### src/rtl/bram_port_arbiter_pkg.sv
// Shared constants and the read-return tag type for bram_port_arbiter.
// Tag ids are sized for the largest supported requester count (8).
package bram_port_arbiter_pkg;

  localparam int WORD_W     = 32;
  localparam int BYTE_SHIFT = 2;

  localparam logic [3:0] WE_ALL  = 4'hF;
  localparam logic [3:0] WE_NONE = 4'h0;

  localparam int MAX_NREQ = 8;
  localparam int ID_W     = $clog2(MAX_NREQ);

  // One stage of the read-return shift register.
  typedef struct packed {
    logic            valid;
    logic [ID_W-1:0] id;
  } rtag_t;

endpackage

### src/rtl/bram_port_arbiter_rr_arbiter.sv
// Round-robin priority picker: masked priority encoder (double-width rotate).
// Ports: i_req request vector, i_ptr start index; o_gnt one-hot, o_idx binary, o_any.
module bram_port_arbiter_rr_arbiter #(
  parameter int N  = 3,
  parameter int IW = 2
) (
  input  logic [N-1:0]  i_req,
  input  logic [IW-1:0] i_ptr,
  output logic [N-1:0]  o_gnt,
  output logic [IW-1:0] o_idx,
  output logic          o_any
);

  logic [2*N-1:0] w_dbl;
  logic [2*N-1:0] w_rot;
  logic [N-1:0]   w_low;
  logic           w_found;
  int             w_sum;

  // Rotating the doubled vector right by i_ptr puts the
  // highest-priority requester at bit 0.
  always_comb begin
    w_dbl   = {i_req, i_req};
    w_rot   = w_dbl >> i_ptr;
    w_low   = w_rot[N-1:0];
    w_found = 1'b0;
    w_sum   = 0;
    for (int k = 0; k < N; k++) begin
      if (!w_found && w_low[k]) begin
        w_found = 1'b1;
        w_sum   = k + int'(i_ptr);
        if (w_sum >= N) w_sum = w_sum - N;
      end
    end
  end

  assign o_any = w_found;
  assign o_idx = w_found ? IW'(w_sum) : '0;
  assign o_gnt = w_found ? (N'(1) << w_sum) : '0;

endmodule

### src/rtl/bram_port_arbiter.sv
// Shares one 32-bit BRAM port among NREQ requesters: round-robin with locked
// bursts (bounded by MAX_BURST) and RD_LAT-deep routing of read returns.
// Ports: clk/rst; i_req/i_we/i_lock/i_addr/i_wdata per requester;
// o_gnt/o_rvalid/o_rdata back to requesters; o_ram_* / i_ram_dout to BRAM.
module bram_port_arbiter
  import bram_port_arbiter_pkg::*;
#(
  parameter int NREQ      = 3,
  parameter int AW        = 16,
  parameter int RD_LAT    = 1,
  parameter int MAX_BURST = 16
) (
  input  logic                   clk,
  input  logic                   rst,
  input  logic [NREQ-1:0]        i_req,
  input  logic [NREQ-1:0]        i_we,
  input  logic [NREQ-1:0]        i_lock,
  input  logic [NREQ*AW-1:0]     i_addr,
  input  logic [NREQ*WORD_W-1:0] i_wdata,
  output logic [NREQ-1:0]        o_gnt,
  output logic [NREQ-1:0]        o_rvalid,
  output logic [WORD_W-1:0]      o_rdata,
  output logic [WORD_W-1:0]      o_ram_addr,
  output logic [WORD_W-1:0]      o_ram_din,
  input  logic [WORD_W-1:0]      i_ram_dout,
  output logic                   o_ram_en,
  output logic [3:0]             o_ram_we,
  output logic                   o_ram_clk,
  output logic                   o_ram_rst
);

  localparam int IW = $clog2(NREQ);
  localparam int BW = $clog2(MAX_BURST + 1);

  logic [IW-1:0] r_rr_ptr;
  logic          r_hold_v;
  logic [IW-1:0] r_hold_id;
  logic [BW-1:0] r_burst;
  rtag_t         r_pipe [RD_LAT];

  logic [NREQ-1:0]   w_hold_bit;
  logic              w_others;
  logic              w_hold_req;
  logic              w_at_max;
  logic              w_keep;
  logic              w_force;
  logic [IW-1:0]     w_hold_nxt;
  logic [IW-1:0]     w_arb_ptr;
  logic [NREQ-1:0]   w_arb_gnt;
  logic [IW-1:0]     w_arb_idx;
  logic              w_arb_any;
  logic [NREQ-1:0]   w_gnt;
  logic [IW-1:0]     w_gidx;
  logic              w_any;
  logic              w_beat;
  logic              w_g_we;
  logic              w_g_lock;
  logic [AW-1:0]     w_g_addr;
  logic [IW-1:0]     w_g_next;
  rtag_t             w_ret;

  assign w_hold_bit = NREQ'(1) << r_hold_id;
  assign w_others   = |(i_req & ~w_hold_bit);
  assign w_hold_req = r_hold_v & (|(i_req & w_hold_bit));
  assign w_at_max   = (r_burst >= BW'(MAX_BURST));

  // Holder keeps the port until the burst limit, unless nobody else waits.
  assign w_keep  = w_hold_req & (~w_at_max | ~w_others);
  assign w_force = w_hold_req & w_at_max & w_others;

  assign w_hold_nxt =
    (r_hold_id == IW'(NREQ - 1)) ? '0 : r_hold_id + IW'(1);

  // A starved-out holder drops to lowest priority for this pick.
  assign w_arb_ptr = w_force ? w_hold_nxt : r_rr_ptr;

  bram_port_arbiter_rr_arbiter #(
    .N  (NREQ),
    .IW (IW)
  ) u_rr (
    .i_req (i_req),
    .i_ptr (w_arb_ptr),
    .o_gnt (w_arb_gnt),
    .o_idx (w_arb_idx),
    .o_any (w_arb_any)
  );

  assign w_gnt  = w_keep ? w_hold_bit : w_arb_gnt;
  assign w_gidx = w_keep ? r_hold_id : w_arb_idx;
  assign w_any  = w_keep | w_arb_any;
  assign w_beat = w_any & ~rst;

  assign w_g_we   = i_we[w_gidx];
  assign w_g_lock = i_lock[w_gidx];
  assign w_g_addr = i_addr[w_gidx*AW +: AW];
  assign w_g_next =
    (w_gidx == IW'(NREQ - 1)) ? '0 : w_gidx + IW'(1);

  assign o_gnt      = w_beat ? w_gnt : '0;
  assign o_ram_en   = w_beat;
  assign o_ram_we   = (w_beat & w_g_we) ? WE_ALL : WE_NONE;
  assign o_ram_addr = WORD_W'(w_g_addr) << BYTE_SHIFT;
  assign o_ram_din  = i_wdata[w_gidx*WORD_W +: WORD_W];
  assign o_ram_clk  = clk;
  assign o_ram_rst  = 1'b0;
  assign o_rdata    = i_ram_dout;

  assign w_ret    = r_pipe[RD_LAT-1];
  assign o_rvalid = (!rst && w_ret.valid) ?
                    (NREQ'(1) << w_ret.id) : '0;

  always_ff @(posedge clk) begin
    if (rst) begin
      r_rr_ptr  <= '0;
      r_hold_v  <= 1'b0;
      r_hold_id <= '0;
      r_burst   <= '0;
      for (int s = 0; s < RD_LAT; s++) begin
        r_pipe[s].valid <= 1'b0;
        r_pipe[s].id    <= '0;
      end
    end else begin
      if (w_any) begin
        if (w_g_lock) begin
          r_hold_v  <= 1'b1;
          r_hold_id <= w_gidx;
          if (r_hold_v && r_hold_id == w_gidx)
            r_burst <= w_at_max ? r_burst : r_burst + BW'(1);
          else
            r_burst <= BW'(1);
          if (w_force) r_rr_ptr <= w_hold_nxt;
        end else begin
          r_hold_v <= 1'b0;
          r_burst  <= '0;
          r_rr_ptr <= w_g_next;
        end
      end else if (r_hold_v && !w_hold_req) begin
        // Holder let go of req with nobody else asking.
        r_hold_v <= 1'b0;
        r_burst  <= '0;
      end
      r_pipe[0].valid <= w_any & ~w_g_we;
      r_pipe[0].id    <= ID_W'(w_gidx);
      for (int s = 1; s < RD_LAT; s++)
        r_pipe[s] <= r_pipe[s-1];
    end
  end

endmodule

### config.mk
export PLATFORM = sky130hd
export DESIGN_NAME = bram_port_arbiter
export DESIGN_NICKNAME = d
export VERILOG_FILES = /design/src/rtl/bram_port_arbiter_pkg.sv /design/src/rtl/bram_port_arbiter_rr_arbiter.sv /design/src/rtl/bram_port_arbiter.sv
export SDC_FILE = /design/constraint.sdc
export NUM_CORES = 1
export LEC_CHECK = 0
export CORE_AREA = 4 4 113 115
export DETAILED_ROUTE_END_ITERATION = 10
export DIE_AREA = 0 0 117 119
export DONT_BUFFER_PORTS = 1
export GPL_TIMING_DRIVEN = 1
export RECOVER_POWER = 50
export SLEW_MARGIN = 5
export SYNTH_ARGS = -nofsm -noshare
export SYNTH_HDL_FRONTEND = slang
export SYNTH_HIERARCHICAL = 1
export SYNTH_SLANG_ARGS = --single-unit
### constraint.sdc
create_clock -name clk -period 9.9 [get_ports clk]
set_input_delay 0.495 -clock clk [delete_from_list [all_inputs] [get_ports clk]]
set_output_delay 0.495 -clock clk [all_outputs]
set_load 0.03 [all_outputs]
==> results of run 1 <==
where the power goes:
| group | leakage [nW] | internal, mW | switching, mW | total [mW] |
|---|---|---|---|---|
| clock network | 0.0409 | 0.0538 | 0.0235 | 0.0773 |
| logic | 0.889 | 0.325 | 1.00 | 1.33 |
| registers | 0.106 | 0.0668 | 0.0143 | 0.0811 |
| total | 1.04 | 0.445 | 1.04 | 1.49 |
cell usage in the layout, fill, tap and decap left out, drive strengths merged, types with 3 or more instances in the layout:
cell | netlist | layout
mux2i | 55 | 55
nand2b | 3 | 3
clkbuf | 12 | 7
a32oi | 3 | 3
nor3 | 6 | 6
and3 | 3 | 3
nor2b | 7 | 7
o21ai | 58 | 58
buf | 65 | 4
a21oi | 6 | 6
conb | 1 | 17
o31ai | 5 | 5
ha | 7 | 7
nand2 | 58 | 58
dfxtp | 13 | 13
inv | 14 | 14
nor2 | 18 | 18
nand3 | 5 | 5
o21a | 3 | 3
and2 | 3 | 3
cells in the mapped netlist (4+ instances only):
master,number
nor2_1,18
clkbuf_1,12
nand3_1,5
o21ai_0,57
nor2b_1,7
nand2_1,58
nor3_1,4
a21oi_1,5
ha_1,7
buf_2,8
inv_1,14
mux2i_1,55
buf_4,57
dfxtp_1,13
layout make-up:
| type | instances | area [µm²] |
|---|---|---|
| inverters | 14 | 52.55 |
| clock inverters | 1 | 5.005 |
| flip-flops and latches | 13 | 260.3 |
| well taps | 147 | 183.9 |
| repair buffers | 8 | 45.04 |
| multi-input cells | 297 | 1918 |
| clock buffers | 3 | 75.07 |
| fillers | 1325 | 9271 |
per-layer routing:
metal	up-vias	track usage	share of wire
met1	1227	0.1570	0.38
met2	153	0.2354	0.52
met4	0	0.02939	0.011
li1	1189	-	-
met3	10	0.04472	0.088
met5	-	0	0
per-stage QoR:
stage | instances | power (mW) | utilization | area (µm²)
after floorplan | 401 | 1.284 | - | 2775
after global placement | 479 | 1.420 | 0.2141 | 2529
after detailed placement | 479 | 1.447 | 0.2141 | 2529
after CTS | 483 | 1.527 | 0.2209 | 2609
after global routing | 483 | 1.577 | 0.2150 | 2540
final | 483 | 1.488 | 0.2150 | 2540
final timing paths:
path	start	end	slack (ns)	cells after the start
worst max-delay path	r_hold_id[1]	o_ram_we[0]	2.84	14
worst min-delay path	rst	r_hold_v	0.32	1
worst max register to register	r_hold_id[1]	r_hold_id[0]	3.09	16
worst min register to register	r_rr_ptr[1]	r_rr_ptr[1]	0.50	2
state kept, by name, indices dropped and copies added, names as in the netlist:
name	flops
r_rr_ptr	2
r_hold_v	1
r_burst	5
r_hold_id	2
r_pipe	3
logic make-up after synthesis:
| kind of cell | share of synthesized area |
|---|---|
| xor gates and xnor gates | 0.006453 |
| muxes | 0.2111 |
| adders and majority gates | 0.03226 |
| AOI/OAI and AO/OA | 0.2401 |
| DFF | 0.09585 |
| other | 0.001381 |
| buffers and inverters | 0.2083 |
| and+or+nand+nor | 0.2046 |
==> impl_metrics.ini, run 1 <==
[outcome]
run_status = finished with violations
violations = max-capacitance violations, max-slew violations

[floorplan]
row_count = 40
die_h_um = 119
core_mm2 = 0.01181
die-area_mm2 = 0.01392
start_util = 0.2299
die_w_um = 117
pin_count = 296

[finish]
nNetsFinal = 531
areaGrowthSynthToFinish_pct = -6.451
antenna_cells = 0
drive_gt1_frac = 0.04762

[global_routing]
grt_usage = 0.1344
grt_max_degree = 53
grt_pass1_wl_um = 14540
grt_pass1_vias = 2507
antenna_found_initial = 0
grt-ovfl-total = 0

[critical_path]
path_cells = and3b_1, o21bai_1, a32o_1, and3_1, mux2_1, nor2_1, a22oi_1, o31ai_1, mux2i_1, a41oi_1, a21oi_1, clkbuf_1, o21ai_0, and2_1
crit_path_max_incr_delay_ns = 1.18
cp_top_family = compound AO/OA/AOI/OAI gates
crit_path_end_kind = output pin
arrival_ns = 6.57
crit_slowest_cell = a21oi_1
cp_data_required_time_ns = 9.41
worstSetupPathType = reg -> out
crit_buf_inv = 1
startpoint_type = flip-flop
cp_max_fo = 28

[clock_tree]
clk_path_buf_depth = 2
ctsResizeCount = 0
ctsHoldBuffers = 0
clkLatencyLatePin_ns = 0.24
cts_tree = yes
clk_pin_slew_ns = 0.05
cts_sinks = 13
clock-root-buffer = clkbuf_16
postCtsSetupBuffers = 0
htreeDepth = 1
numCtsBuffers = 3

[timing]
finalSetupViolations = 0
clock_skew_ns = 0.003653
rsz0062_at_grt = false
maxSlewViolCount = 25
hold_slack_ns = 0.3192
slew_headroom = -0.001683
timing.final.hold_violations = 0
setup_ws_ns = 2.835
fin_crit_sh = 0.7136
period_needed_ns = 7.065
worstMarginPinSlew_ns = 1.503
fin_setup_tns_ns = 0
clock.fmax_mhz = 141.5

[logic_synthesis]
netlist_area_mm2 = 0.002715
ys_ff_latch = 13
syn_inst = 385
synth.area.top_cells = mux2i_1 20%, buf_4 16%, o21ai_0 11%
ys.flop_type = dfxtp_1
yosys_warnings = 6
yosys.area.top_type_share = 0.2028
synthArstFlopShare = 0
ys_types = 53
seq_area_frac_synth = 0.09585
syn_area_per_cell_um2 = 7.052
yosys.area.top_type = mux2i_1
synth_edf_count = 0

[pwr]
power_density_mw_per_mm2 = 585.8
leakage_nw = 1.037
ir_drop_uv = 364.6

[placed_design]
dpl.hpwl_um = 8313
place_ws_ns = 4.088
portBuffers = 0
gp_congestion = 0.8884

[route]
first_pass_iters = 5
dr_total_vias = 2579
drc_errors = 0
drt_iter0_drc = 137
wl_per_cell_um = 20.86
vias_per_cell = 5.340
postRouteWirelength_um = 10070
ant_nets = 0

[hold_path]
hold_class = in -> reg

[flow_run]
maxCapViolCount = 1
Power figures use the tool's default switching activity.
==> run 2, diff against run 1 <==
- CORE_AREA: 4 4 113 115 -> 4 4 114 116
- DIE_AREA: 0 0 117 119 -> 0 0 118 120
- clock period: 9.9 -> 5.95 ns (I/O delays scaled with it)
==> run 2 against run 1 <==
Against the previous run:
- the flow now finishes without violations
- die area up 1.7%
- count of clock-buffer cells in the layout up 1
- worst hold slack worse by 0.20 ns
- largest power group unchanged
==> impl_metrics.ini, run 2 (synthesized netlist as in run 1, its figures left out) <==
[timing]
period_needed_ns = 5.195
maxSlewViolCount = 0
fin_crit_sh = 0.8731
slew_headroom = 0.4813
clock.fmax_mhz = 192.5
fin_setup_tns_ns = 0
rsz0062_at_grt = false
finalSetupViolations = 0
worstMarginPinSlew_ns = 0.7714
timing.final.hold_violations = 0
clock_skew_ns = 0.001023

[floorplan]
start_util = 0.2279
row_count = 40
core_mm2 = 0.01191
die-area_mm2 = 0.01416
die_w_um = 118
die_h_um = 120
pin_count = 296

[critical_path]
arrival_ns = 4.90
r2r_cells = 16
path_cells = and3b_1, o21bai_1, a32o_1, and3_1, mux2_2, nor4b_1, a32oi_1, o31ai_2, mux2i_1, a41oi_1, a21o_1, nor2_4, buf_4, nand2_1, o21ai_0, buf_4
crit_slowest_cell = nor2_4
crit_path_end_kind = output pin
cp_max_fo = 25
critPathMostFrequentCell = buf_4
worstSetupPathType = reg -> out
startpoint_type = flip-flop
crit_path_max_incr_delay_ns = 0.52
cp_data_required_time_ns = 5.65

[route]
first_pass_iters = 4
drt_iter0_drc = 174
ant_nets = 0
drc_errors = 0
wl_per_cell_um = 20.09
postRouteWirelength_um = 10670
vias_per_cell = 5.094
dr_total_vias = 2705

[hold_path]
hold_class = in -> reg
min_path_cells = 1

[global_routing]
grt-ovfl-total = 0
grt_pass1_vias = 2713
grt_max_degree = 35
grt_usage = 0.1382
grt_pass1_wl_um = 15550
antenna_found_initial = 0

[clock_tree]
htreeDepth = 1
cts_sinks = 13
clkLatencyLatePin_ns = 0.24
ctsResizeCount = 0
cts_tree = yes
numCtsBuffers = 3
clk_pin_slew_ns = 0.05
clock-root-buffer = clkbuf_16
clk_path_buf_depth = 2
postCtsSetupBuffers = 0
ctsHoldBuffers = 0

[finish]
utilization = 0.2451
reg_top3 = r_burst (5), r_pipe (3)
drive_gt1_frac = 0.1745
regMostFlops = r_burst
areaGrowthSynthToFinish_pct = 7.512
nNetsFinal = 579
largest_reg_flops = 5
antenna_cells = 0
final_common_cell = nand2_1
final_cell_mix = 58 x nand2_1, 57 x o21ai_0, 55 x mux2i_1, 53 x buf_4

[placed_design]
dpl.hpwl_um = 9088
gp_congestion = 0.8790
portBuffers = 0

[pwr]
power_density_mw_per_mm2 = 1013
total_power_mw = 2.957
ir_drop_uv = 496.6
leakage_nw = 1.273

[flow_run]
maxCapViolCount = 0

[outcome]
run_status = finished, final reports clean
-- run 2: metrics by stage --
stage          setup slack (ns)  hold slack [ns]  instance area (µm²)  instances
2_1_floorplan             1.288           0.4292                 2775        401
5_1_grt                  0.3411           0.1210                 2919        531
3_3_place_gp              1.113           0.2975                 2889        527
3_5_place_dp             0.9655           0.2975                 2889        527
4_1_cts                  0.6992           0.1182                 2968        531
6_report                 0.7553           0.1238                 2919        531
-- run 2: layer usage --
layer	routed length [µm]	global-route usage	part of all wire	vias to the layer above
met4	127	0.03150	0.012	0
li1	-	-	-	1284
met2	5508	0.2490	0.52	178
met5	0	0	0	-
met3	1215	0.06362	0.11	13
met1	3817	0.1476	0.36	1230
-- run 2: final timing paths --
| path | end | slack [ns] | startpoint |
|---|---|---|---|
| setup / recovery | o_ram_addr[7] | 0.76 | r_hold_id[1] |
| hold / removal | r_pipe[0][0] | 0.12 | rst |
| setup reg to reg | r_hold_id[0] | 0.91 | r_hold_id[1] |
| hold reg to reg | r_rr_ptr[0] | 0.50 | r_rr_ptr[0] |
-- run 2: cell type report --
class,count,area (µm²)
Fill cell,1326,8992
Multi-Input combinational cell,297,1934
Timing Repair Buffer,56,409.1
Sequential cell,13,260.3
Tap cell,147,183.9
Clock buffer,4,78.83
Inverter,14,52.55
-- run 2: critical path, delay by kind of cell, from the launching register on --
kind / cells / cell delay (ns)
simple gates: 5 / 1.44
compound gates: 7 / 1.29
mux: 2 / 0.85
buf+inv: 2 / 0.59
flops: 1 / 0.46
-- run 2: power breakdown --
group	leakage, nW	switching [mW]	internal, mW
registers	0.106	0.0254	0.111
logic	1.13	1.74	0.954
clock network	0.0382	0.0395	0.0906
total	1.27	1.80	1.16
